[config.mk]
export PLATFORM = sky130hd
export DESIGN_NAME = bram_nrport_1wport_bypass
export DESIGN_NICKNAME = d
export VERILOG_FILES = /design/src/rtl/bram_nrport_1wport_bypass.sv
export SDC_FILE = /design/constraint.sdc
export NUM_CORES = 1
export LEC_CHECK = 0
export BUFFER_PORTS_ARGS = -buffer_cell sky130_fd_sc_hd__buf_2
export CAP_MARGIN = 15
export CORE_MARGIN = 10
export CORE_UTILIZATION = 30
export CTS_BUF_LIST = sky130_fd_sc_hd__clkbuf_4 sky130_fd_sc_hd__clkbuf_8 sky130_fd_sc_hd__clkbuf_16
export CTS_CLUSTER_DIAMETER = 200
export DETAILED_ROUTE_END_ITERATION = 10
export PLACE_DENSITY = 0.45
export SLEW_MARGIN = 20
export SYNTH_ARGS = -nofsm -noshare
export SYNTH_HDL_FRONTEND = slang
export SYNTH_SLANG_ARGS = --single-unit
export TNS_END_PERCENT = 1
[constraint.sdc]
create_clock -name CLK -period 3.4 [get_ports CLK]
set_input_delay 0.68 -clock CLK [delete_from_list [all_inputs] [get_ports CLK]]
set_output_delay 0.68 -clock CLK [all_outputs]
set_load 0.05 [all_outputs]
[src/rtl/bram_nrport_1wport_bypass.sv]
// Multi-read-port, single byte-enabled write-port block RAM.
// Every read port is registered. Read-during-write to the same index returns
// either the old entry or the merged new bytes. An optional post-reset sweep
// zeroes every entry before the array is reported usable.
module bram_nrport_1wport_bypass #(
  parameter int unsigned INNER_WIDTH    = 32,
  parameter int unsigned OUTER_WIDTH    = 32,
  parameter int unsigned NUM_RPORTS     = 2,
  parameter int unsigned RDW_MODE       = 0,
  parameter int unsigned CLEAR_ON_RESET = 1,
  parameter              INIT_FILE      = "",
  localparam int unsigned IW = (OUTER_WIDTH > 1) ? $clog2(OUTER_WIDTH) : 1,
  localparam int unsigned NB = INNER_WIDTH / 8
) (
  input  logic                                   CLK,
  input  logic                                   nRST,
  input  logic [NUM_RPORTS-1:0]                  port_ren,
  input  logic [NUM_RPORTS-1:0][IW-1:0]          port_rindex,
  output logic [NUM_RPORTS-1:0][INNER_WIDTH-1:0] port_rdata,
  input  logic [NB-1:0]                          wen_byte,
  input  logic [IW-1:0]                          windex,
  input  logic [INNER_WIDTH-1:0]                 wdata,
  output logic                                   init_done
);

  typedef enum logic {INIT, READY} state_t;

  state_t                 state, state_next;
  logic [IW-1:0]          ptr, ptr_next;
  logic                   sweep_last;
  logic                   wr_en;
  logic [INNER_WIDTH-1:0] mem [OUTER_WIDTH];
  logic [INNER_WIDTH-1:0] rd_next [NUM_RPORTS];

  // Replace the bytes selected by be in old_word with those of new_word.
  function automatic logic [INNER_WIDTH-1:0] merge_bytes(
    input logic [INNER_WIDTH-1:0] old_word,
    input logic [INNER_WIDTH-1:0] new_word,
    input logic [NB-1:0]          be
  );
    merge_bytes = old_word;
    for (int k = 0; k < NB; k++) begin
      if (be[k]) merge_bytes[8*k +: 8] = new_word[8*k +: 8];
    end
  endfunction

  assign sweep_last = (32'(ptr) == OUTER_WIDTH - 1);
  assign init_done  = (state == READY);
  // User writes count only once usable, outside reset, and inside the depth.
  assign wr_en      = nRST && (state == READY) && (|wen_byte) &&
                      (32'(windex) < OUTER_WIDTH);

  // State and sweep pointer register; reset restarts the sweep from entry 0.
  always_ff @(posedge CLK) begin
    if (!nRST) begin
      state <= (CLEAR_ON_RESET != 0) ? INIT : READY;
      ptr   <= '0;
    end else begin
      state <= state_next;
      ptr   <= ptr_next;
    end
  end

  // Sweep sequencing: one entry per cycle, leave INIT after the last entry.
  always_comb begin
    state_next = state;
    ptr_next   = ptr;
    if (state == INIT) begin
      if (sweep_last) begin
        state_next = READY;
      end else begin
        ptr_next = ptr + 1'b1;
      end
    end
  end

  // Array write: zero fill during the sweep, byte-enabled user writes after.
  always_ff @(posedge CLK) begin
    if (nRST && state == INIT) begin
      mem[ptr] <= '0;
    end else if (wr_en) begin
      for (int k = 0; k < NB; k++) begin
        if (wen_byte[k]) mem[windex][8*k +: 8] <= wdata[8*k +: 8];
      end
    end
  end

  // Per-port read value: zero while sweeping or out of range, optional bypass.
  always_comb begin
    for (int p = 0; p < NUM_RPORTS; p++) begin
      rd_next[p] = '0;
      if (state == READY && 32'(port_rindex[p]) < OUTER_WIDTH) begin
        rd_next[p] = mem[port_rindex[p]];
        if (RDW_MODE == 1 && wr_en && port_rindex[p] == windex) begin
          rd_next[p] = merge_bytes(rd_next[p], wdata, wen_byte);
        end
      end
    end
  end

  // Read data registers: cleared by reset, updated only when enabled.
  always_ff @(posedge CLK) begin
    if (!nRST) begin
      port_rdata <= '0;
    end else begin
      for (int p = 0; p < NUM_RPORTS; p++) begin
        if (port_ren[p]) port_rdata[p] <= rd_next[p];
      end
    end
  end

endmodule

==> results.toml <==
[run_status]
status = "finished clean"

[grt]
first_global_vias = 34100
grt_pass1_wl_um = 275000
antenna_found_initial = 6
grt_overflow_total = 0
grt_usage = 0.201
grt_max_degree = 52

[pwr]
seqPwrFrac = 0.467
power_density_nw_per_um2 = 501
p_sw_frac = 0.232
p_comb_frac = 0.077
leakagePower_nw = 20.5
p_int_mw = 24.1
vdd_drop_max_mv = 0.474
clkPwrFrac = 0.456
p_switching_mw = 7.26

[timing]
drv_slew = 0
rsz0062_at_grt = "false"
report.final.setup_viol = 0
worstMarginPinSlew_ns = 1.06
hold_violations = 0
period_share = 0.768
slew_headroom = 0.292
period_needed_ns = 2.61
setup_tns_ns = 0
fin_skew_ns = 0.0344
maxClockFrequency_mhz = 383

[clocking]
ctsHoldBuffers = 0
clkLatencyLatePin_ns = 0.77
htreeDepth = 3
cts_tree = "built"
postCtsSetupBuffers = 0
clock_path_buffers = 3
path_clk_slew_ns = 0.06
numCtsBuffers = 120
cts_resized = 0
cts_sinks = 1094
root_buffer = "clkbuf_16"

[finish]
final-instance-count-excl-fill = 5998
nets = 3620
final_cell_mix = "1024 x edfxtp_1, 409 x mux2i_1, 357 x buf_4"
area_delta_synth_final_pct = 19.8
drive_gt1_frac = 0.309
post-route-util = 0.361
layout_commonest_cell = "edfxtp_1"
finish.instance_area_um2 = 62600
final.fill_count = 16500

[routing]
routed_wl_um = 198000
dr.pass1.iters = 7
drtIter0Drc = 3008
route.detailed.drc = 0
drtAntennaViolNets = 0
wire_per_inst_um = 32.9
via_per_inst = 5.52
vias = 33100

[setup_path]
crit_path_end = "port_rdata[42]"
r2r_setup_slack_ns = 0.82
crit_arrival_ns = 3.23
crit_top_cell = "buf_12"
worst_path_largest_cell_delay_ns = 0.62
worst-endpoint-required_ns = 4.02
crit_chain = "buf_8 > buf_12 > buf_12 > mux4_2 > and2_1 > a2111oi_0 > buf_4 > nor4_1"
crit_slowest_cell = "a2111oi_0"
worst-setup-path-type = "input pin to flip-flop"
worstSetupStartpoint = "port_rindex[5]"
path_max_fanout = 31
r2r_cells = 6
cp-start-kind = "input pin"
reg2reg_to = "mem[18][5]"
end_kind = "flip-flop"
r2r_start = "init_done"

[die]
dieArea_um2 = 191000
io_pins = 120
coreArea_um2 = 174000
rows = 153
start_util = 0.301
die_h_um = 437
die_x_um = 437

[placed_design]
dp_hpwl_um = 139000
port_buffers = 119
dpl_cell_area_um2 = 58300
gp_congestion = 0.862
dp_cells = 5766

[logic_synthesis]
synth_cells = 3183
ys_ff_latch = 1094
synth_top_area_share = 0.588
ys_seq_area_frac = 0.615
synth-edff-count = 1024
ys_top_cells_by_area = "edfxtp_1 59%, mux4_2 13%, mux2i_1 7.9%"
synth_fp_nets = 3240
ys.warnings.count = 0
synth_top_cell_by_area = "edfxtp_1"
ys_types = 50
netlist_area_um2 = 52300
synthArstFlopShare = 0
synthFlopType = "edfxtp_1"
postSynthAreaPerCell_um2 = 16.4

[flow_run]
drv_cap = 0

[min_path]
hold_path.class = "input pin to flip-flop"
area by class of cell:
| class | instances | area [µm²] | share of cell area |
|---|---|---|---|
| Multi-Input combinational cell | 1820 | 18900 | 0.302 |
| Sequential cell | 1094 | 32200 | 0.513 |
| Antenna cell | 4 | 10.0 | 0.000160 |
| Timing Repair Buffer | 524 | 4290 | 0.0685 |
| Tap cell | 2325 | 2910 | 0.0464 |
| Inverter | 3 | 11.3 | 0.000180 |
| Clock inverter | 90 | 1170 | 0.0187 |
| Clock buffer | 138 | 3160 | 0.0505 |
stage by stage:
step | setup slack [ns] | power (mW) | hold slack, ns
6_report | 0.789 | 31.4 | 0.568
5_1_grt | 0.596 | 32.3 | 0.596
4_1_cts | 0.800 | 31.6 | 0.526
3_5_place_dp | 0.0255 | 17.3 | 0.612
3_3_place_gp | 0.0310 | 17.3 | 0.600
2_1_floorplan | 0.427 | 16.3 | 0.520
registers in the layout (all words and copies together) (netlist names):
register,count
init_done,1
port_rdata,64
ptr,5
mem,1024
worst max-delay path, delay by kind of cell:
kind                   cells  cell delay (ns)
buffers and inverters      4             1.05
AOI/OAI and AO/OA          1             0.62
muxes                      1             0.58
and+or+nand+nor            2             0.22
per-layer routing:
metal	wire length, µm	global-route usage	vias to the layer above	share of wire
li1	-	-	14000	-
met1	83400	0.262	17700	0.42
met2	97100	0.341	1148	0.49
met3	10100	0.0269	276	0.051
met4	6930	0.0696	0	0.035
met5	0	0	-	0
Yosys cell counts (3+ instances only):
master     instances
edfxtp_1        1024
mux2i_1          413
mux4_2           308
nor2b_1          158
clkbuf_1         142
a22oi_1          128
nor2_1           114
a2111oi_0         93
buf_2             73
a211oi_1          70
dfxtp_1           70
o21ai_0           66
nor4_1            64
nand2b_1          48
and2_1            47
mux2_2            39
o22ai_1           39
nor3_1            36
and3_1            33
nand3_1           28
buf_6             27
o2111a_1          25
o22a_1            25
buf_4             14
mux4_1            12
a21oi_1           11
a2111oi_2         10
buf_1             10
nand2_1            6
nand3b_1           6
o21ai_1            4
o21bai_1           4
o21bai_2           4
or4_1              4
inv_1              3
o31a_1             3
or3b_2             3
power by group through the flow:
stage               Clock [mW]  Combinational [mW]  Sequential [mW]
floorplan                    0                1.35             14.9
global placement             0                2.42             14.9
detailed placement           0                2.42             14.9
CTS                       14.6                2.42             14.6
global route              15.1                2.51             14.6
finish                    14.3                2.42             14.6
worst min path at each step:
stage / start / to / cells after the start
finish: port_rindex[8] / port_rdata[62] / 4
global route: wdata[14] / mem[8][14] / 3
CTS: port_rindex[8] / port_rdata[62] / 4
detailed placement: ptr[4] / ptr[4] / 2
global placement: ptr[4] / ptr[4] / 2
floorplan: ptr[4] / ptr[4] / 2
kinds of logic after synthesis:
logic type,after synthesis,share of synthesized area
simple gates,554,0.0597
compound gates,489,0.0723
flops,1094,0.615
xor+xnor,3,0.000503
buf+inv,269,0.0259
mux,772,0.226
fa+ha+maj,2,0.000479
Note: power is estimated with default switching activity, not from simulation.
